**config.mk**
```make
export PLATFORM = sky130hd
export DESIGN_NAME = ddu_debug_ctrl_flat
export DESIGN_NICKNAME = d
export VERILOG_FILES = /design/src/rtl/ddu_pkg.sv /design/src/rtl/ddu_if.sv /design/src/rtl/ddu_btn_debounce.sv /design/src/rtl/ddu_debug_ctrl.sv /design/src/flat_wrapper.sv
export SDC_FILE = /design/constraint.sdc
export NUM_CORES = 1
export LEC_CHECK = 0
export CORE_UTILIZATION = 45
export CTS_CLUSTER_DIAMETER = 120
export DETAILED_ROUTE_END_ITERATION = 6
export GPL_TIMING_DRIVEN = 0
export PLACE_DENSITY = 0.79
export SYNTH_ARGS = -nofsm -noshare
export SYNTH_HDL_FRONTEND = slang
export SYNTH_HIERARCHICAL = 1
export SYNTH_SLANG_ARGS = --single-unit
```
**constraint.sdc**
```tcl
create_clock -name clk_i -period 3.5 [get_ports clk_i]
set_clock_uncertainty 0.05 [all_clocks]
set_input_delay 0.7 -clock clk_i [delete_from_list [all_inputs] [get_ports clk_i]]
set_output_delay 0.7 -clock clk_i [all_outputs]
set_load 0.02 [all_outputs]
```
**src/rtl/ddu_pkg.sv**
```systemverilog
// Shared types and constants for the debug/display controller: run-state
// encoding, display-source select codes and the hex-to-7-segment table.
package ddu_pkg;

  typedef enum logic [1:0] {
    StHalt = 2'd0,
    StRun  = 2'd1,
    StStep = 2'd2
  } run_state_e;

  localparam logic [1:0] SEL_MEM  = 2'd0;
  localparam logic [1:0] SEL_REG  = 2'd1;
  localparam logic [1:0] SEL_PC   = 2'd2;
  localparam logic [1:0] SEL_ADDR = 2'd3;

  // Active-low segments, bit 6 = g ... bit 0 = a.
  localparam logic [6:0] SEG_TABLE [16] = '{
    7'b1000000, 7'b1111001, 7'b0100100, 7'b0110000,
    7'b0011001, 7'b0010010, 7'b0000010, 7'b1111000,
    7'b0000000, 7'b0010000, 7'b0001000, 7'b0000011,
    7'b1000110, 7'b0100001, 7'b0000110, 7'b0001110
  };

endpackage

```
**src/rtl/ddu_if.sv**
```systemverilog
// CPU-side bundle of the debug controller. With DDU_BREAKPOINT_EN defined it
// also carries the breakpoint address and valid flag.
interface ddu_if #(
  parameter int unsigned ADDR_W = 8,
  parameter int unsigned DIGITS = 8
);
  logic                  instr_done;
  logic [31:0]           pc;
  logic [4*DIGITS-1:0]   mem_data;
  logic [4*DIGITS-1:0]   reg_data;
  logic                  run;
  logic [ADDR_W-1:0]     addr;
`ifdef DDU_BREAKPOINT_EN
  logic [31:0]           bp_addr;
  logic                  bp_valid;

  modport master (
    input  instr_done, pc, mem_data, reg_data, bp_addr, bp_valid,
    output run, addr
  );
  modport slave (
    output instr_done, pc, mem_data, reg_data, bp_addr, bp_valid,
    input  run, addr
  );
`else
  modport master (
    input  instr_done, pc, mem_data, reg_data,
    output run, addr
  );
  modport slave (
    output instr_done, pc, mem_data, reg_data,
    input  run, addr
  );
`endif
endinterface

```
**src/rtl/ddu_btn_debounce.sv**
```systemverilog
// Two-flop synchroniser followed by a debouncer; the level is accepted after
// DEBOUNCE_CYC equal samples and a one-cycle pulse marks its rising edge.
module ddu_btn_debounce #(
  parameter int unsigned DEBOUNCE_CYC = 1000000
) (
  input  logic clk_i,
  input  logic rst_ni,
  input  logic btn_i,
  output logic level_o,
  output logic pulse_o
);

  localparam int unsigned CntW = (DEBOUNCE_CYC > 1) ? $clog2(DEBOUNCE_CYC) : 1;

  logic            sync1_q, sync2_q;
  logic            level_q, level_d;
  logic            pulse_q, pulse_d;
  logic [CntW-1:0] cnt_q, cnt_d;

  always_comb begin
    cnt_d   = '0;
    level_d = level_q;
    pulse_d = 1'b0;
    if (sync2_q != level_q) begin
      if (cnt_q == CntW'(DEBOUNCE_CYC - 1)) begin
        level_d = sync2_q;
        pulse_d = sync2_q;
      end else begin
        cnt_d = cnt_q + 1'b1;
      end
    end
  end

  always_ff @(posedge clk_i or negedge rst_ni) begin
    if (!rst_ni) begin
      sync1_q <= 1'b0;
      sync2_q <= 1'b0;
      level_q <= 1'b0;
      pulse_q <= 1'b0;
      cnt_q   <= '0;
    end else begin
      sync1_q <= btn_i;
      sync2_q <= sync1_q;
      level_q <= level_d;
      pulse_q <= pulse_d;
      cnt_q   <= cnt_d;
    end
  end

  assign level_o = level_q;
  assign pulse_o = pulse_q;

endmodule

```
**src/rtl/ddu_debug_ctrl.sv**
```systemverilog
// Debug/display controller: run/step FSM, inspect-address counter, status
// LEDs and scanned hex display. Optional breakpoint halt: DDU_BREAKPOINT_EN.
module ddu_debug_ctrl
  import ddu_pkg::*;
#(
  parameter int unsigned ADDR_W       = 8,
  parameter int unsigned DIGITS       = 8,
  parameter int unsigned DEBOUNCE_CYC = 1000000,
  parameter int unsigned SCAN_DIV     = 100000
) (
  input  logic              clk_i,
  input  logic              rst_ni,
  input  logic              cont_i,
  input  logic              step_i,
  input  logic              inc_i,
  input  logic              dec_i,
  input  logic [1:0]        sel_i,
  ddu_if.master             cpu_if,
  output logic [15:0]       led_o,
  output logic [DIGITS-1:0] an_o,
  output logic [6:0]        seg_o
);

  localparam int unsigned DW    = 4 * DIGITS;
  localparam int unsigned ScanW = (SCAN_DIV > 1) ? $clog2(SCAN_DIV) : 1;
  localparam int unsigned DigW  = (DIGITS > 1) ? $clog2(DIGITS) : 1;
  localparam logic [ADDR_W-1:0] RegMask = ADDR_W'(31);

  // Button conditioning: index 0 cont, 1 step, 2 inc, 3 dec.
  logic [3:0] btn_raw, btn_level, btn_pulse;
  assign btn_raw = {dec_i, inc_i, step_i, cont_i};

  for (genvar i = 0; i < 4; i++) begin : g_btn
    ddu_btn_debounce #(
      .DEBOUNCE_CYC(DEBOUNCE_CYC)
    ) u_btn (
      .clk_i  (clk_i),
      .rst_ni (rst_ni),
      .btn_i  (btn_raw[i]),
      .level_o(btn_level[i]),
      .pulse_o(btn_pulse[i])
    );
  end

  logic cont_lvl, step_p, inc_p, dec_p;
  assign cont_lvl = btn_level[0];
  assign step_p   = btn_pulse[1];
  assign inc_p    = btn_pulse[2];
  assign dec_p    = btn_pulse[3];

  logic unused_btn;
  assign unused_btn = ^{btn_level[3:1], btn_pulse[0]};

  // Run FSM
  run_state_e state_q, state_d;
  logic       cont_ok;
  logic       bp_halt;

`ifdef DDU_BREAKPOINT_EN
  logic bp_halt_q, bp_halt_d, bp_hit;
  assign bp_hit  = cpu_if.instr_done & cpu_if.bp_valid & (cpu_if.pc == cpu_if.bp_addr);
  // After a breakpoint, cont must drop before it can restart the CPU.
  assign cont_ok = cont_lvl & ~bp_halt_q;
  assign bp_halt = bp_halt_q & (state_q == StHalt);
`else
  assign cont_ok = cont_lvl;
  assign bp_halt = 1'b0;
`endif

  always_comb begin
    state_d = state_q;
`ifdef DDU_BREAKPOINT_EN
    bp_halt_d = cont_lvl ? bp_halt_q : 1'b0;
`endif
    unique case (state_q)
      StHalt: begin
        if (cont_ok)     state_d = StRun;
        else if (step_p) state_d = StStep;
      end
      StRun: begin
        if (!cont_lvl) begin
          state_d = StHalt;
`ifdef DDU_BREAKPOINT_EN
        end else if (bp_hit) begin
          state_d   = StHalt;
          bp_halt_d = 1'b1;
`endif
        end
      end
      StStep: begin
        if (cont_ok)                state_d = StRun;
        else if (cpu_if.instr_done) state_d = StHalt;
      end
      default: state_d = StHalt;
    endcase
  end

  // Address counter; in register view it is held to 5 bits.
  logic [ADDR_W-1:0] addr_q, addr_d;

  always_comb begin
    addr_d = addr_q;
    if (inc_p && !dec_p)      addr_d = addr_q + 1'b1;
    else if (dec_p && !inc_p) addr_d = addr_q - 1'b1;
    if (sel_i == SEL_REG)     addr_d = addr_d & RegMask;
  end

  // LEDs
  logic [15:0] led_q, led_d;

  always_comb begin
    led_d[15:8] = cpu_if.pc[7:0];
    led_d[7:0]  = (sel_i == SEL_REG) ? 8'(addr_q[4:0]) : 8'(addr_q);
    if (bp_halt) led_d[15] = 1'b1;
  end

  // Display source and scanner
  logic [DW-1:0]     src, disp_q, disp_d;
  logic [ScanW-1:0]  scan_q, scan_d;
  logic [DigW-1:0]   digit_q, digit_d;
  logic [3:0]        nibble;

  always_comb begin
    unique case (sel_i)
      SEL_MEM:  src = cpu_if.mem_data;
      SEL_REG:  src = cpu_if.reg_data;
      SEL_PC:   src = DW'(cpu_if.pc);
      SEL_ADDR: src = DW'(addr_q);
      default:  src = cpu_if.mem_data;
    endcase
  end

  always_comb begin
    scan_d  = scan_q + 1'b1;
    digit_d = digit_q;
    disp_d  = disp_q;
    if (scan_q == ScanW'(SCAN_DIV - 1)) begin
      scan_d = '0;
      if (digit_q == DigW'(DIGITS - 1)) begin
        // Frame boundary: capture a fresh value so a frame never tears.
        digit_d = '0;
        disp_d  = src;
      end else begin
        digit_d = digit_q + 1'b1;
      end
    end
  end

  assign nibble = 4'(disp_q >> {digit_q, 2'b00});

  logic [DIGITS-1:0] an_q;
  logic [6:0]        seg_q;

  always_ff @(posedge clk_i or negedge rst_ni) begin
    if (!rst_ni) begin
      state_q <= StHalt;
      addr_q  <= '0;
      led_q   <= '0;
      scan_q  <= '0;
      digit_q <= '0;
      disp_q  <= '0;
      an_q    <= '1;
      seg_q   <= '1;
    end else begin
      state_q <= state_d;
      addr_q  <= addr_d;
      led_q   <= led_d;
      scan_q  <= scan_d;
      digit_q <= digit_d;
      disp_q  <= disp_d;
      an_q    <= ~(DIGITS'(1) << digit_q);
      seg_q   <= SEG_TABLE[nibble];
    end
  end

`ifdef DDU_BREAKPOINT_EN
  always_ff @(posedge clk_i or negedge rst_ni) begin
    if (!rst_ni) bp_halt_q <= 1'b0;
    else         bp_halt_q <= bp_halt_d;
  end
`endif

  assign cpu_if.run  = (state_q != StHalt);
  assign cpu_if.addr = addr_q;
  assign led_o       = led_q;
  assign an_o        = an_q;
  assign seg_o       = seg_q;

endmodule

```
**src/flat_wrapper.sv**
```systemverilog
// flat-port wrapper written by rule: the top's interface ports become plain ports
module ddu_debug_ctrl_flat import ddu_pkg::*;
#(
  parameter int unsigned ADDR_W       = 8,
  parameter int unsigned DIGITS       = 8,
  parameter int unsigned DEBOUNCE_CYC = 1000000,
  parameter int unsigned SCAN_DIV     = 100000
)
  (clk_i, rst_ni, cont_i, step_i, inc_i, dec_i, sel_i, led_o, an_o, seg_o, cpu_if_instr_done, cpu_if_pc, cpu_if_mem_data, cpu_if_reg_data, cpu_if_run, cpu_if_addr);
  ddu_if #(.ADDR_W(ADDR_W), .DIGITS(DIGITS)) cpu_if_i ();
  input  logic clk_i;
  input  logic rst_ni;
  input  logic cont_i;
  input  logic step_i;
  input  logic inc_i;
  input  logic dec_i;
  input  logic [1:0] sel_i;
  output logic [15:0] led_o;
  output logic [DIGITS-1:0] an_o;
  output logic [6:0] seg_o;
  input wire logic [$bits(cpu_if_i.instr_done)-1:0] cpu_if_instr_done;
  input wire logic [$bits(cpu_if_i.pc)-1:0] cpu_if_pc;
  input wire logic [$bits(cpu_if_i.mem_data)-1:0] cpu_if_mem_data;
  input wire logic [$bits(cpu_if_i.reg_data)-1:0] cpu_if_reg_data;
  output wire logic [$bits(cpu_if_i.run)-1:0] cpu_if_run;
  output wire logic [$bits(cpu_if_i.addr)-1:0] cpu_if_addr;
  assign cpu_if_i.instr_done = cpu_if_instr_done;
  assign cpu_if_i.pc = cpu_if_pc;
  assign cpu_if_i.mem_data = cpu_if_mem_data;
  assign cpu_if_i.reg_data = cpu_if_reg_data;
  assign cpu_if_run = cpu_if_i.run;
  assign cpu_if_addr = cpu_if_i.addr;
  ddu_debug_ctrl #(.ADDR_W(ADDR_W), .DIGITS(DIGITS), .DEBOUNCE_CYC(DEBOUNCE_CYC), .SCAN_DIV(SCAN_DIV)) u_core (.clk_i(clk_i), .rst_ni(rst_ni), .cont_i(cont_i), .step_i(step_i), .inc_i(inc_i), .dec_i(dec_i), .sel_i(sel_i), .cpu_if(cpu_if_i), .led_o(led_o), .an_o(an_o), .seg_o(seg_o));
endmodule
```
* After elaboration in Yosys (flattened, before gate mapping)
Memories as Yosys holds them, arrays and structs flattened. A register that Yosys moved wholly into a read port is not among the register bits.
Index checks and enable logic that the tools add are counted.
** Word-level totals
- Word-level logic and storage cells :: 100
- Memory bits (read-only) :: 112
- Bits in registers :: 181
- Memories :: 1
- Output and inout bits :: 40
** Memory list
- (no name shown) :: depth 16, width 7, read ports 1, clocked after memory_dff 1, write ports 0, line ddu_debug_ctrl.sv:172 : seg_q <= SEG_TABLE[nibble];
** Cells by class
- Bitwise logic cells :: 2
- Eq/ne operators :: 18
- Reductions and logical operators :: 15
- Muxes and demuxes :: 27
- $add $sub $neg :: 8
- Shift-type cells :: 2
** Operator list (number)
- two-way mux 20 bit :: 8
- one-hot mux 32 bit (4 select lines) :: 1
- adder 20 x 1 -> 20 bit (second input constant) :: 4
- == test 20 bit (second input constant) :: 4
- two-way mux 8 bit :: 4
- >> shifter 32 x 5 -> 4 bit :: 1
- adder 17 x 1 -> 17 bit (second input constant) :: 1
- == test 17 bit (second input constant) :: 1
- two-way mux 17 bit :: 1
- two-way mux 2 bit :: 5
- AND reduction 2 bit :: 5
- adder 8 x 1 -> 8 bit (second input constant) :: 1
- inverter 8 bit :: 1
- left shift 1 x 3 -> 8 bit (first input constant) :: 1
- subtractor 8 x 1 -> 8 bit (second input constant) :: 1
- == test 2 bit (second input constant) :: 3
- two-way mux 1 bit :: 6
- inequality test 3 bit (second input constant) :: 2
- one-hot mux 2 bit (3 select lines) :: 1
- inverter 4 -> 5 bit :: 1
- == test 2 x 1 -> 1 bit (second input constant) :: 2
- logical NOT 2 bit :: 2
- inequality test 1 bit :: 4
- adder 3 x 1 -> 3 bit (second input constant) :: 1
- 8 further kinds :: 11

* Longest topological paths before layout
- Depth after elaboration :: 5
- Depth in mapped cells :: 10

* By module
The synthesis kept the hierarchy.
** Modules (own cells, without submodules)
- ddu_debug_ctrl :: instances 1, cells an instance 448, area each 4828.4 sq um
- ddu_btn_debounce (u_core.g_btn[0].u_btn ...) :: instances 3, cells an instance 107, area each 1184.9 sq um
- ddu_btn_debounce (u_core.g_btn[2].u_btn) :: instances 1, cells an instance 109, area each 1143.6 sq um

* Worst setup path before layout
No wires, ideal clock.
- Path kind :: in2reg
- From :: input sel_i[0]
- To :: register u_core.disp_q[7]
- Arrival time :: 2.041 ns
- Cell stages on the path :: 4
- Data required time :: 3.325 ns
- Path slack :: 1.284 ns
- Library setup time :: 0.125 ns
- Path through :: buf_2 > buf_1 > mux4_2 > mux2_2
** On the way
- Cells in the longest elaborated chain, start to end :: 2
- Elaborated cells on any way between the ends :: 5
** RTL lines
- start, declared :: line flat_wrapper.sv:17 : input logic [1:0] sel_i;
- == test 2 bit, or another cell as far along :: line ddu_debug_ctrl.sv:124 : unique case (sel_i)
- one-hot mux 32 bit (4 select lines) (*) :: line ddu_debug_ctrl.sv:124
- end signal, assigned :: line ddu_debug_ctrl.sv:170 : disp_q <= disp_d;
- end, declared :: line ddu_debug_ctrl.sv:118 : logic [DW-1:0] src, disp_q, disp_d;
Every way passes the cells marked *; elsewhere a longest branch is shown, timed or not.
A chain may end at the register's enable or synchronous reset.

* Worst setup path in the final report
- From :: register u_core.digit_q[0]
- To :: register u_core.seg_q[6] (netlist: u_core/seg_o[6])
** On the way
- Cells in the longest elaborated chain, start to end :: 2
** RTL lines
- start, declared :: line ddu_debug_ctrl.sv:120 : logic [DigW-1:0] digit_q, digit_d;
- start signal, assigned :: line ddu_debug_ctrl.sv:169 : digit_q <= digit_d;
- >> shifter 32 x 5 -> 4 bit :: line ddu_debug_ctrl.sv:149 : assign nibble = 4'(disp_q >> {digit_q, 2'b00});
- inverter 4 -> 5 bit (not written as such) :: line ddu_debug_ctrl.sv:172
- end, declared :: line ddu_debug_ctrl.sv:152 : logic [6:0] seg_q;
No other way between the ends.

==> flow_summary.yaml <==
global_routing:
  grt_pass1_vias: 7086
  antenna_found_initial: 0
  grt_pass1_wl_um: 35800
  gr-total-overflow: 0
  grt_max_degree: 96
  grt_util_all_layers: 0.209
sta:
  setup_viol: 0
  fin_hold_ws_ns: 0.212
  report.final.slew_viol_count: 0
  max_freq_mhz: 384
  tightestPinTransition_ns: 0.974
  fin_crit_sh: 0.745
  period_minus_slack_ns: 2.61
  hold_viol_final: 0
  rsz0062_at_grt: "no"
  maxSlewHeadroom: 0.351
cts:
  ctsHoldBuffers: 0
  cts_buffer_depth: 2
  clock-root-buffer: "clkbuf_16"
  clock_latency_ns: 0.43
  cts_tree: "built"
  clkTransAtPathRegs_ns: 0.07
  cts_sinks: 188
  numCtsBuffers: 17
  postCtsSetupBuffers: 0
  htreeDepth: 4
  ctsResizeCount: 0
power_and_ir_drop:
  internal_power_mw: 3.51
  p_leak_nw: 4.95
  peakVddDrop_uv: 289
  switching_share: 0.227
  p_per_area_mw_per_mm2: 381
  power.net_switching_mw: 1.03
  pwr-share-seq: 0.487
  clkPwrFrac: 0.442
  combPwrFrac: 0.071
setup_path:
  cp.arrival_ns: 2.91
  path_class: "flop to flop"
  rr_startpoint: "u_core/digit_q[0]"
  critPathRequiredTime_ns: 3.80
  rrSetupSlack_ns: 0.89
  timing.rr.end: "u_core/seg_o[6]"
  critPathCaptureType: "flop"
  setup.worst_path.start: "u_core/digit_q[0]"
  cp_slowest_cell: "mux2i_1"
  crit_fanout: 10
  start_kind: "flop"
  critical_path.endpoint: "u_core/seg_o[6]"
  crit_chain: "buf_6 > mux4_2 > mux2i_1 > inv_1 > ha_1 > nand2b_1 > a21boi_1 > o21ai_1"
  rr_worst_depth: 8
  crit_path_max_incr_delay_ns: 0.55
final_layout:
  layoutNonFillerInstCount: 1321
  antenna_cells: 0
  num-nets-final: 1169
  fin_util: 0.583
  area_growth_pct: 25.4
  drive_above_1_share: 0.125
  n_fill_cell: 1697
floorplanning:
  rows: 52
  die_y_um: 147
  die_area_sq_mm: 0.0217
  start_util: 0.465
  dieWidth_um: 147
  ios: 145
  core_sq_mm: 0.0204
drt:
  drtIter0Drc: 380
  final_antenna_net_count: 0
  routed_via_density: 5.36
  postRouteWirelength_um: 21500
  wl_per_cell_um: 16.3
  via_count: 7081
  dr.pass1.iters: 5
  drc: 0
logic_synthesis:
  avgSynthCellArea_sq_um: 10.8
  ys_warn_count: 6
  synth_cells: 876
  syn-cell-area_sq_mm: 0.00949
  syn_nets: 1007
outcome:
  outcome: "completed"
worst_hold_path:
  hp-class: "input port to async pin"
job:
  maxCapViolCount: 0
placed_design:
  gp_congestion: 0.851
  dpl.cell_count: 1289
  port_buffers: 142
  hpwl_um: 15700
[placed cells by master, fill, tap and decap left out, types with 12 or more instances in the layout]
cell and count:
a21oi_1 77, and3_1 12, clkbuf_1 12, clkbuf_16 17, clkdlybuf4s50_1 141, dfrtp_1 173
dfstp_2 15, ha_1 25, inv_1 18, mux2i_1 33, mux4_2 14, nand2_1 55
nand3_1 32, nand4_1 14, nor2_1 133, nor3_1 12, o31ai_1 16, or4_1 13
xnor2_1 41, xor2_1 33
[registers in the layout, indices dropped and copies added (netlist names), 4 cells and up]
signal / flops
u_core/an_o: 8
u_core/cpu_if.addr: 8
u_core/disp_q: 32
u_core/g_btn.u_btn/cnt_q: 80
u_core/g_btn.u_btn/level_o: 4
u_core/g_btn.u_btn/sync1_q: 4
u_core/g_btn.u_btn/sync2_q: 4
u_core/led_o: 16
u_core/scan_q: 17
u_core/seg_o: 7
[worst max-delay path: cells and delay by family, from the launching register on]
| family | cells | cell delay [ns] |
|---|---|---|
| AO/OA/AOI/OAI | 2 | 0.25 |
| adder cells (fa/ha/maj) | 1 | 0.28 |
| multiplexers | 2 | 1.05 |
| AND/OR/NAND/NOR | 1 | 0.12 |
| flip-flops | 1 | 0.40 |
| buffers and inverters | 2 | 0.36 |
[worst min-delay path by stage]
stage | from | end | cells after the start
after floorplan | u_core/g_btn[0].u_btn/sync1_q | u_core/g_btn[0].u_btn/sync2_q | 0
after global placement | u_core/g_btn[1].u_btn/sync1_q | u_core/g_btn[1].u_btn/sync2_q | 0
after detailed placement | u_core/g_btn[3].u_btn/sync1_q | u_core/g_btn[3].u_btn/sync2_q | 0
after CTS | rst_ni | u_core/g_btn[1].u_btn/cnt_q[14] | 1
after global routing | rst_ni | u_core/g_btn[1].u_btn/cnt_q[14] | 1
final | rst_ni | u_core/g_btn[1].u_btn/cnt_q[14] | 1
[power groups by stage]
stage	clock network, mW	logic, mW	registers (mW)
2_1_floorplan	0	0.108	2.25
3_3_place_gp	0	0.318	2.25
3_5_place_dp	0	0.326	2.25
4_1_cts	2.04	0.328	2.21
5_1_grt	2.13	0.354	2.21
6_report	2.01	0.321	2.21
[through the flow]
stage / power [mW] / setup TNS [ns] / worst slack, ns / cell area [sq um]
CTS: 4.58 / 0 / 0.920 / 11900
global placement: 2.57 / -1090.68 / -6.00 / 11300
global route: 4.70 / 0 / 0.752 / 11900
detailed placement: 2.58 / 0 / 0.648 / 11300
floorplan: 2.36 / 0 / 1.28 / 9490
finish: 4.54 / 0 / 0.894 / 11900
[metal layers]
layer / global-route usage / vias up / part of all wire
met5: 0 / - / 0
met3: 0.0385 / 16 / 0.037
met1: 0.280 / 3485 / 0.45
met4: 0.0582 / 0 / 0.013
li1: - / 3429 / -
met2: 0.346 / 151 / 0.50
[area by class of cell]
cell class / count / area (sq um) / share of cell area
flip-flops and latches: 188 / 4720 / 0.397
clock buffers: 18 / 429 / 0.0361
inverters: 19 / 71.3 / 0.00599
well taps: 270 / 338 / 0.0284
repair buffers: 143 / 1450 / 0.122
plain buffers: 34 / 189 / 0.0159
clock inverters: 14 / 186 / 0.0157
multi-input cells: 635 / 4510 / 0.379
No activity file was read; power rests on OpenSTA's default activity.
